$ cat src/rtl/pipe_muldiv_ctrl.sv
// Iterative MULT/MULTU/DIV/DIVU sequencer owning the HI/LO pair; stalls the pipe while HI/LO are pending.
// Optional build macro PIPE_MULDIV_FAST_MUL_EN: single-cycle multiplies, divides stay iterative.
module pipe_muldiv_ctrl #(
  parameter int XLEN = 32
) (
  input  logic            clk,
  input  logic            rstn,
  input  logic            start,
  input  logic [1:0]      op,
  input  logic [XLEN-1:0] a,
  input  logic [XLEN-1:0] b,
  input  logic            rd_hilo,
  input  logic            wr_hi,
  input  logic            wr_lo,
  input  logic [XLEN-1:0] wdata,
  output logic            busy,
  output logic            stall,
  output logic            done,
  output logic [XLEN-1:0] hi,
  output logic [XLEN-1:0] lo
);

  // state | meaning
  // IDLE  | HI/LO readable/writable, waiting for start
  // RUN   | one multiply/divide step per cycle, steps 0..31
  // FIX   | sign correction, HI/LO write, done pulse
  typedef enum logic [1:0] {
    S_IDLE = 2'd0,
    S_RUN  = 2'd1,
    S_FIX  = 2'd2
  } state_t;

  localparam logic [4:0] LAST_STEP = 5'(XLEN - 1);

  state_t state, state_nxt;
  logic   accept;

  logic [4:0]      step;
  logic [XLEN-1:0] opd;
  logic [XLEN-1:0] acc_hi;
  logic [XLEN-1:0] acc_lo;
  logic [XLEN-1:0] a_save;
  logic            is_div;
  logic            neg_res;
  logic            neg_rem;
  logic            div0;

  logic            signed_op;
  logic            neg_a, neg_b;
  logic [XLEN-1:0] mag_a, mag_b;

  logic [XLEN:0]     mul_sum;
  logic [XLEN:0]     div_sh;
  logic              div_ge;
  logic [XLEN-1:0]   div_sub;
  logic [2*XLEN-1:0] mul_p, mul_res;
  logic [XLEN-1:0]   quo, rem;

  logic              fast_hit;
  logic [2*XLEN-1:0] fast_p;

  assign signed_op = ~op[0];
  assign neg_a     = signed_op & a[XLEN-1];
  assign neg_b     = signed_op & b[XLEN-1];
  assign mag_a     = neg_a ? -a : a;
  assign mag_b     = neg_b ? -b : b;

`ifdef PIPE_MULDIV_FAST_MUL_EN
  logic [2*XLEN-1:0] fast_mag;
  assign fast_mag = {{XLEN{1'b0}}, mag_a} * {{XLEN{1'b0}}, mag_b};
  assign fast_p   = (neg_a ^ neg_b) ? -fast_mag : fast_mag;
  assign fast_hit = accept & ~op[1];
`else
  assign fast_p   = '0;
  assign fast_hit = 1'b0;
`endif

  always_ff @(posedge clk or negedge rstn) begin
    if (!rstn) state <= S_IDLE;
    else       state <= state_nxt;
  end

  always_comb begin
    state_nxt = state;
    accept    = 1'b0;
    busy      = 1'b0;
    case (state)
      S_IDLE: begin
        if (start) begin
          accept = 1'b1;
`ifdef PIPE_MULDIV_FAST_MUL_EN
          if (op[1]) state_nxt = S_RUN;
`else
          state_nxt = S_RUN;
`endif
        end
      end
      S_RUN: begin
        busy = 1'b1;
        if (step == LAST_STEP) state_nxt = S_FIX;
      end
      S_FIX: begin
        busy      = 1'b1;
        state_nxt = S_IDLE;
      end
      default: state_nxt = S_IDLE;
    endcase
  end

  assign stall = busy & (start | rd_hilo | wr_hi | wr_lo);

  // acc_hi holds the running remainder, which stays below the divisor, so 32 bits suffice.
  assign mul_sum = {1'b0, acc_hi} + (acc_lo[0] ? {1'b0, opd} : '0);
  assign div_sh  = {acc_hi, acc_lo[XLEN-1]};
  assign div_ge  = div_sh >= {1'b0, opd};
  assign div_sub = div_sh[XLEN-1:0] - opd;

  assign mul_p   = {acc_hi, acc_lo};
  assign mul_res = neg_res ? -mul_p : mul_p;
  assign quo     = neg_res ? -acc_lo : acc_lo;
  assign rem     = neg_rem ? -acc_hi : acc_hi;

  always_ff @(posedge clk or negedge rstn) begin
    if (!rstn) begin
      step    <= '0;
      opd     <= '0;
      acc_hi  <= '0;
      acc_lo  <= '0;
      a_save  <= '0;
      is_div  <= 1'b0;
      neg_res <= 1'b0;
      neg_rem <= 1'b0;
      div0    <= 1'b0;
      hi      <= '0;
      lo      <= '0;
      done    <= 1'b0;
    end else begin
      done <= 1'b0;
      case (state)
        S_IDLE: begin
          if (fast_hit) begin
            hi   <= fast_p[2*XLEN-1:XLEN];
            lo   <= fast_p[XLEN-1:0];
            done <= 1'b1;
          end else if (accept) begin
            step    <= '0;
            opd     <= mag_b;
            acc_hi  <= '0;
            acc_lo  <= mag_a;
            a_save  <= a;
            is_div  <= op[1];
            neg_res <= neg_a ^ neg_b;
            neg_rem <= neg_a;
            div0    <= (b == '0);
          end else begin
            // a start in the same cycle overwrites HI/LO anyway, so writes only land here
            if (wr_hi) hi <= wdata;
            if (wr_lo) lo <= wdata;
          end
        end
        S_RUN: begin
          step <= step + 5'd1;
          if (is_div) begin
            if (div_ge) begin
              acc_hi <= div_sub;
              acc_lo <= {acc_lo[XLEN-2:0], 1'b1};
            end else begin
              acc_hi <= div_sh[XLEN-1:0];
              acc_lo <= {acc_lo[XLEN-2:0], 1'b0};
            end
          end else begin
            acc_hi <= mul_sum[XLEN:1];
            acc_lo <= {mul_sum[0], acc_lo[XLEN-1:1]};
          end
        end
        S_FIX: begin
          done <= 1'b1;
          if (!is_div) begin
            hi <= mul_res[2*XLEN-1:XLEN];
            lo <= mul_res[XLEN-1:0];
          end else if (div0) begin
            hi <= a_save;
            lo <= '1;
          end else begin
            hi <= rem;
            lo <= quo;
          end
        end
        default: ;
      endcase
    end
  end

endmodule

$ cat config.mk
export PLATFORM = sky130hd
export DESIGN_NAME = pipe_muldiv_ctrl
export DESIGN_NICKNAME = d
export VERILOG_FILES = /design/src/rtl/pipe_muldiv_ctrl.sv
export SDC_FILE = /design/constraint.sdc
export NUM_CORES = 1
export LEC_CHECK = 0
export ABC_AREA = 1
export BUFFER_PORTS_ARGS = -buffer_cell sky130_fd_sc_hd__buf_2
export CORE_UTILIZATION = 35
export CTS_BUF_LIST = sky130_fd_sc_hd__clkbuf_8
export CTS_CLUSTER_DIAMETER = 100
export DETAILED_ROUTE_END_ITERATION = 10
export GPL_TIMING_DRIVEN = 0
export PLACE_DENSITY = 0.58
export SYNTH_ARGS = -nofsm -noshare
export SYNTH_HDL_FRONTEND = slang
export SYNTH_SLANG_ARGS = --single-unit
$ cat constraint.sdc
create_clock -name clk -period 3.48 [get_ports clk]
set_clock_uncertainty 0.2 [all_clocks]
set_input_delay 0.348 -clock clk [delete_from_list [all_inputs] [get_ports clk]]
set_output_delay 0.348 -clock clk [all_outputs]
set_load 0.1 [all_outputs]
* After elaboration in Yosys (flattened, before gate mapping)
Index checks and enable logic that the tools add are counted.
W data, S select, Z words.
** Word-level totals
- Memory bits (writable) :: 0
- Latch bits :: 0
- Output and inout port bits :: 67
- Bits in registers :: 204
- Memories :: 0
- ROM bits :: 0
- Bits of input ports :: 104
** Operators by class
- Multipliers :: 0
- Reductions and logical operators :: 10
- Bitwise logic cells :: 8
- Shift-type cells :: 0
- Equality and inequality tests :: 9
- Add/sub/neg operators :: 8
- $lt $le $gt $ge :: 1
- Muxes and demuxes :: 33
- Divide/modulo/power cells :: 0
** Operators by type and width (number)
- $mux W32 :: 18
- $pmux W32 S2 :: 4
- $neg A32 Y32 :: 4
- $mux W64 :: 1
- $neg A64 Y64 :: 1
- $add A32 B32 Y33 :: 1
- $ge A33 B32 Y1 :: 1
- $logic_not A32 Y1 :: 1
- $sub A32 B32 Y32 :: 1
- $ne A2 B2 Y1 const B :: 6
- $pmux W5 S2 :: 1
- $reduce_and A2 Y1 :: 3
- $reduce_and A3 Y1 :: 2
- $add A5 B1 Y5 const B :: 1
- $eq A5 B5 Y1 const B :: 1
- $mux W1 :: 5
- $mux W5 :: 1
- $mux W2 :: 2
- $pmux W2 S2 :: 1
- $reduce_bool A2 Y1 :: 2
- $and A1 B1 Y1 :: 3
- $or A1 B1 Y1 :: 3
- $eq A2 B1 Y1 const B :: 1
- $eq A2 B2 Y1 const B :: 1
- 4 further kinds :: 4

* Logic depth before layout (Yosys ltp)
Gate-level depths: netlist of run 1.
- Depth in word-level cells :: 5
- Gate-level depth with buffers :: 20
- Mapped depth without buffers :: 18

* Worst setup path before layout of run 1
Ideal clock, no wire load.
- Path kind :: register -> output
- Start :: register state[0]
- End :: output stall
- Path slack :: 708 ps
- Arrival time :: 2224 ps
- Stages on the path, launching flop included :: 4
- Buffers on the path :: 0
- Required time :: 2932 ps
- Cells stage by stage :: dfrtp_1 inv_1 ha_1 o41a_1
** Between the ends
- Longest elaborated chain between the ends :: 4
- Elaborated cells between the ends (all ways) :: 5
** Ends and longest elaborated chain
- from (decl) :: RTL line 35 : state_t state, state_nxt;
- from (signal assigned) :: RTL line 80 : else state <= state_nxt;
- $eq A2 B1 Y1 or $eq A2 B2 Y1 (tied branches) :: RTL line 87 : case (state)
- $reduce_or A2 Y1 (no source line) *
- $mux W1 * :: RTL line 87
- via busy :: RTL line 16 : output logic busy,
- $and A1 B1 Y1 * :: RTL line 110 : assign stall = busy & (start | rd_hilo | wr_hi | wr_lo);
- to (decl) :: RTL line 17 : output logic stall,
Mark *: on every way through the listed nets, which the timed path passes. The rest lies on a longest branch.

* Worst setup path in the final report of run 1
- Start :: register acc_hi[23]
- End :: register acc_hi[18]
** Between the ends
- Longest elaborated chain between the ends :: 4
** Ends and longest elaborated chain
- from (decl) :: RTL line 40 : logic [XLEN-1:0] acc_hi;
- from (signal assigned) :: RTL line 165 : acc_hi <= div_sub;
- from (signal assigned) :: RTL line 168 : acc_hi <= div_sh[XLEN-1:0];
- from (signal assigned) :: RTL line 172 : acc_hi <= mul_sum[XLEN:1];
- $ge A33 B32 Y1 :: RTL line 115 : assign div_ge = div_sh >= {1'b0, opd};
- $mux W32 :: RTL line 164 : if (div_ge) begin
- $mux W32 :: RTL line 163 : if (is_div) begin
- $pmux W32 S2 :: RTL line 139 : case (state)
Every way passes these cells.
A chain may end at the register's enable or synchronous reset.

==> results.toml, run 1 <==
[clock_network]
cts_tree = "done"
h-tree-depth = 2
clock-sinks = 204
clk-insertion-delay-late_ns = 0.65
clockBufferDepth = 3
clk_pin_slew_ns = 0.08
numCtsBuffers = 41
clockRootBuffer = "clkbuf_8"

[critical_path]
r2r-end = "acc_hi[18]"
cp.required_ns = 3.80
reg2reg_slack_ns = 0.18
critPathMaxFanout = 10
cp-end-kind = "flip-flop"
cp.arrival_ns = 3.62
rr_worst_depth = 13
critPathKind = "flip-flop to flip-flop"
rr_startpoint = "acc_hi[23]"
start_kind = "flip-flop"

[synthesis]
synth_cell_type_count = 51
ys_seq_area_frac = 0.267
syn_area_um2 = 19100
synthCells = 3218
ys.flop_type = "dfrtp_1"
synth_top_area_share = 0.267
synth_area_leaders = "dfrtp_1 (27%), nand2_1 (18%), nor2_1 (8.3%), inv_1 (7.4%), a21oi_1 (6.9%)"
synth_edf_count = 0
synthesis.nets = 3397
yosysTopAreaCell = "dfrtp_1"
ys_ff_latch = 204
async_reset_ff_frac = 1.00
synth.avg_cell_area_um2 = 5.95
ys_warn_count = 0

[global_route]
use_met3 = 0.0683
antenna_found_initial = 2
grt_util_met2 = 0.486
gr-usage-all-layers = 0.325
grt_pass1_vias = 21901
grt_remaining_overflow = 0
top_usage_layer = "met2"
use_met1 = 0.459
grt_pass1_wl_um = 136000
grt_max_degree = 113

[sta]
setup_tns_ns = 0
post-route-period-util = 0.949
period_needed_ns = 3.30
rsz0062_at_grt = "no"
slew_headroom = 0.259
tightest_slew_ns = 1.11
fmax_mhz = 303
slew_violations = 0
timing_hold_violations_final = 0
setup_viol = 0
fin_ws_ns = 0.178

[final_layout]
final_util = 0.422
final_common_cell = "nand2_1"
final_cell_mix = "nand2_1 (923), nor2_1 (421), inv_1 (387)"
final_area_um2 = 22800
layout-drive-gt1-share = 0.0883
syn_to_final_growth_pct = 19.0
final_nets = 3708

[detailed_routing]
wire_per_inst_um = 21.4
drtPass1Iterations = 6
drc = 0
drt-total-wl_um = 91000
num_vias = 23229
viasPerCell = 5.46
final_antenna_net_count = 0
drt-initial-drc-count = 2582

[floorplan]
pin_count = 171
fp.coreArea_um2 = 53900
die_height_um = 236
start_util = 0.355
fp.dieArea_um2 = 55600
die_x_um = 236
fp-row-count = 85

[power_and_ir_drop]
power_uw = 26100
comb_power_share = 0.702
power_density_nw_per_um2 = 1150
swShare = 0.629
internal_power_uw = 9680
seq_power_share = 0.191
pwr-share-clk = 0.107
vdd_drop_max_v = 0.000590
switchingPower_uw = 16400
power.leakage_uw = 0.0115

[placed_design]
placed_area_um2 = 20900
gp_congestion = 1.02
portBuffers = 170
place_worst_setup_slack_ns = -0.383
post-dp-hpwl_um = 73100

[min_path]
hold_depth = 4
holdCritStartpoint = "b[20]"
hold_path.class = "input port to flip-flop"
min_to = "opd[20]"

[flow_run]
max-cap-violations = 0

[outcome]
status = "completed"
==> critical path, stage by stage (launching register included) <==
cell and delay (ns):
dfrtp_1 0.54, ha_1 0.50, nand2_1 0.14, nor2_1 0.35, nand4_1 0.15, nor2_1 0.13
nand2_1 0.11, nand2_1 0.12, nor2_4 0.09, nand2_8 0.10, buf_4 0.24, nand4_1 0.25
nand3_1 0.19, nand2_1 0.06
==> through the flow <==
| stage | hold WS, ns | cells |
|---|---|---|
| finish | 0.0203 | 4253 |
| global route | 0.0445 | 4253 |
| CTS | 0.00633 | 4252 |
| detailed placement | 0.250 | 4085 |
| global placement | 0.265 | 4084 |
| floorplan | -0.148 | 3218 |
==> cell usage after synthesis, types with 8 or more instances <==
master / number
a21oi_1: 263
a31oi_1: 24
buf_1: 20
buf_2: 10
clkbuf_1: 83
dfrtp_1: 204
ha_1: 73
inv_1: 379
inv_2: 11
nand2_1: 924
nand2_2: 8
nand3_1: 249
nand3b_1: 10
nand4_1: 48
nor2_1: 421
nor2_2: 12
nor3_1: 30
o211ai_1: 8
o21ai_0: 259
o21ai_1: 32
o21bai_1: 10
or2_2: 8
xnor2_1: 12
xor2_1: 49
==> worst max path at each step <==
stage	from	slack (ns)	end
global placement	rstn	-1.98	opd[14]
global route	acc_lo[0]	0.01	acc_hi[21]
floorplan	state[0]	0.71	stall
CTS	acc_lo[0]	0.04	acc_hi[18]
detailed placement	acc_lo[0]	-0.38	acc_hi[27]
finish	acc_hi[23]	0.18	acc_hi[18]
==> cell families after synthesis <==
family          Yosys count  share of synthesized area
flops                   204                      0.267
fa+ha+maj                75                     0.0498
compound gates          633                      0.176
xor+xnor                 61                     0.0279
simple gates           1732                      0.377
buf+inv                 513                      0.102
==> power by group through the flow <==
stage / Sequential [µW] / Combinational [µW] / Clock (µW)
4_1_cts: 4920 / 17900 / 2820
5_1_grt: 5070 / 19800 / 2930
2_1_floorplan: 6970 / 9850 / 0
3_3_place_gp: 4940 / 17700 / 0
3_5_place_dp: 4950 / 17700 / 0
6_report: 4990 / 18300 / 2780
==> flip-flops by register name (all words and copies together) (netlist names) <==
register / flops
a_save: 32
acc_hi: 32
acc_lo: 32
hi: 32
lo: 32
opd: 32
step: 5
state: 2
div0: 1
done: 1
is_div: 1
neg_rem: 1
neg_res: 1
==> layout make-up <==
class                           instances  area, µm²
Antenna cell                            1       2.50
Buffer                                117        485
Clock buffer                           52        716
Clock inverter                         18        161
Fill cell                            5923      31200
Inverter                              396       1490
Multi-Input combinational cell       2501      12100
Sequential cell                       204       5100
Tap cell                              696        871
Timing Repair Buffer                  268       1860
==> metal layers <==
| metal | part of all wire | vias to the layer above |
|---|---|---|
| li1 | - | 11086 |
| met4 | 0.037 | 2 |
| met1 | 0.45 | 10857 |
| met2 | 0.42 | 1100 |
| met3 | 0.097 | 184 |
| met5 | 0.00011 | - |
==> repair_timing <==
action,4_1_cts,5_1_grt
hold buffers,97,0
endpoints found under the setup margin,14,10
resized for setup,3,7
hold endpoints to repair,245,0
setup buffers,0,0
No activity file was read; power rests on OpenSTA's default activity.
==> run 2, diff against run 1 <==
==> constraint.sdc (replaced) <==
create_clock -name clk -period 4 [get_ports clk]
set_clock_uncertainty 0.2 [all_clocks]
set_input_delay 0.4 -clock clk [delete_from_list [all_inputs] [get_ports clk]]
set_output_delay 0.4 -clock clk [all_outputs]
set_load 0.005 [all_outputs]
==> results.toml, run 2 (synthesis results as in run 1) <==
[critical_path]
worst-path-buf-inv = 4
cp.arrival_ns = 4.04
r2r-end = "acc_hi[27]"
cp.required_ns = 4.30
max_stage_delay_ns = 0.44
cpMostUsedCell = "nand2_1"
rr_startpoint = "acc_lo[0]"
path_delay_family = "simple AND/OR/NAND/NOR gates"
reg2reg_slack_ns = 0.26
startpoint = "acc_lo[0]"
critPathKind = "flip-flop to flip-flop"
crit_chain = "buf_2 -> clkbuf_2 -> nand2_1 -> inv_1 -> ha_1 -> inv_1 -> fa_1 -> o21ai_1 -> nand2_1 -> nand2_1 -> nand2_1 -> nand2_1 -> nand2_1 -> nand3_1 -> nand2_1 -> nor2_1 -> nor2_1 -> nand2_1 -> nand2_1"
start_kind = "flip-flop"
cp-end-kind = "flip-flop"
critPathMaxFanout = 10
crit_slowest_cell = "fa_1"
rr_worst_depth = 19
path_depth = 19
crit_end = "acc_hi[27]"

[clock_network]
clockRootBuffer = "clkbuf_8"
cts_tree = "done"
clk-insertion-delay-late_ns = 0.65
h-tree-depth = 2
clockBufferDepth = 3
clock-sinks = 204
clk_pin_slew_ns = 0.06
cts_setup_buffers = 0
numCtsBuffers = 41

[global_route]
grt_pass1_wl_um = 136000
grt_remaining_overflow = 0
grt_max_degree = 113
antenna_found_initial = 2
grt_pass1_vias = 21803
gr-usage-all-layers = 0.323

[sta]
post-route-period-util = 0.936
tightest_slew_ns = 1.14
timing_hold_violations_final = 0
slew_violations = 0
fmax_mhz = 267
period_needed_ns = 3.74
rsz0062_at_grt = "no"
slew_headroom = 0.239
setup_viol = 0
setup_tns_ns = 0

[floorplan]
die_height_um = 236
pin_count = 171
fp.coreArea_um2 = 53900
fp.dieArea_um2 = 55600
fp-row-count = 85
die_x_um = 236
start_util = 0.355

[detailed_routing]
drt-total-wl_um = 90600
route.met2.wl_um = 38100
final_antenna_net_count = 0
top_layer_used = "met5"
wl_met1_um = 40800
drtPass1Iterations = 8
drt-initial-drc-count = 2516
num_vias = 23035
wire_per_inst_um = 21.4
viasPerCell = 5.44
drc = 0
wl_met3_um = 8510

[power_and_ir_drop]
power.leakage_uw = 0.0114
power_uw = 20200
power_density_nw_per_um2 = 893
vdd_drop_max_v = 0.000264

[flow_run]
max-cap-violations = 0

[min_path]
hold_path.class = "input port to flip-flop"

[placed_design]
post-dp-hpwl_um = 73100
gp_congestion = 1.02
portBuffers = 170

[final_layout]
final_util = 0.419
syn_to_final_growth_pct = 18.1
layout-drive-gt1-share = 0.0875
final_common_cell = "nand2_1"
final_nets = 3693
final_cell_mix = "nand2_1 (924), nor2_1 (421), inv_1 (387)"

[outcome]
status = "completed"
==> run 2: metal layers <==
layer	vias up	global-route usage
met1	10708	0.459
met4	2	0.110
li1	11043	-
met5	-	0
met3	181	0.0672
met2	1101	0.485
==> run 2: layout make-up <==
class | count | area, µm²
sequential | 204 | 5100
buffer | 117 | 475
clock buffer | 52 | 716
clock inverter | 18 | 161
multi-input combinational | 2501 | 12100
tap | 696 | 871
fill | 5945 | 31300
antenna | 1 | 2.50
inverter | 396 | 1490
timing repair buffer | 253 | 1710
==> run 2: report_power, final <==
part           leakage, µW  internal [µW]  total, µW  switching [µW]
Sequential         0.00244           3050       4330            1280
Combinational      0.00848           3980      13400            9440
Clock             0.000483           1360       2420            1060
Total               0.0114           8390      20200           11800
==> run 2: worst register-to-register path, cell delays in order (launching register included) <==
cell      delay (ns)
dfrtp_1         0.31
buf_2           0.35
clkbuf_2        0.42
nand2_1         0.11
inv_1           0.07
ha_1            0.23
inv_1           0.07
fa_1            0.44
o21ai_1         0.28
nand2_1         0.09
nand2_1         0.21
nand2_1         0.08
nand2_1         0.16
nand2_1         0.10
nand3_1         0.09
nand2_1         0.05
nor2_1          0.14
nor2_1          0.07
nand2_1         0.08
nand2_1         0.04
==> run 2: per-stage QoR <==
step | cells | setup WS (ns) | hold slack [ns] | instance area (µm²)
final | 4238 | 0.256 | 0.00769 | 22600
after global routing | 4238 | 0.0303 | 0.0233 | 22600
after CTS | 4237 | 0.0900 | 0.00165 | 22600
after detailed placement | 4085 | 0.137 | 0.263 | 20900
after global placement | 4084 | -1.51 | 0.265 | 20900
after floorplan | 3218 | 1.24 | -0.0956 | 19100
==> run 2: worst min-delay path by stage <==
| stage | start | to | slack (ns) | cells past startpoint |
|---|---|---|---|---|
| finish | a[1] | a_save[1] | 0.008 | 3 |
| global route | a[14] | a_save[14] | 0.02 | 3 |
| CTS | a[16] | acc_lo[16] | 0.002 | 4 |
| detailed placement | lo[17] | lo[17] | 0.26 | 2 |
| global placement | lo[17] | lo[17] | 0.26 | 2 |
| floorplan | rstn | a_save[0] | -0.1 | 0 |
==> run 2: what timing repair did <==
action                                  4_1_cts  5_1_grt
hold endpoints to repair                    214        0
endpoints found under the setup margin        0        7
resized for setup                             0        2
hold buffers                                 82        0
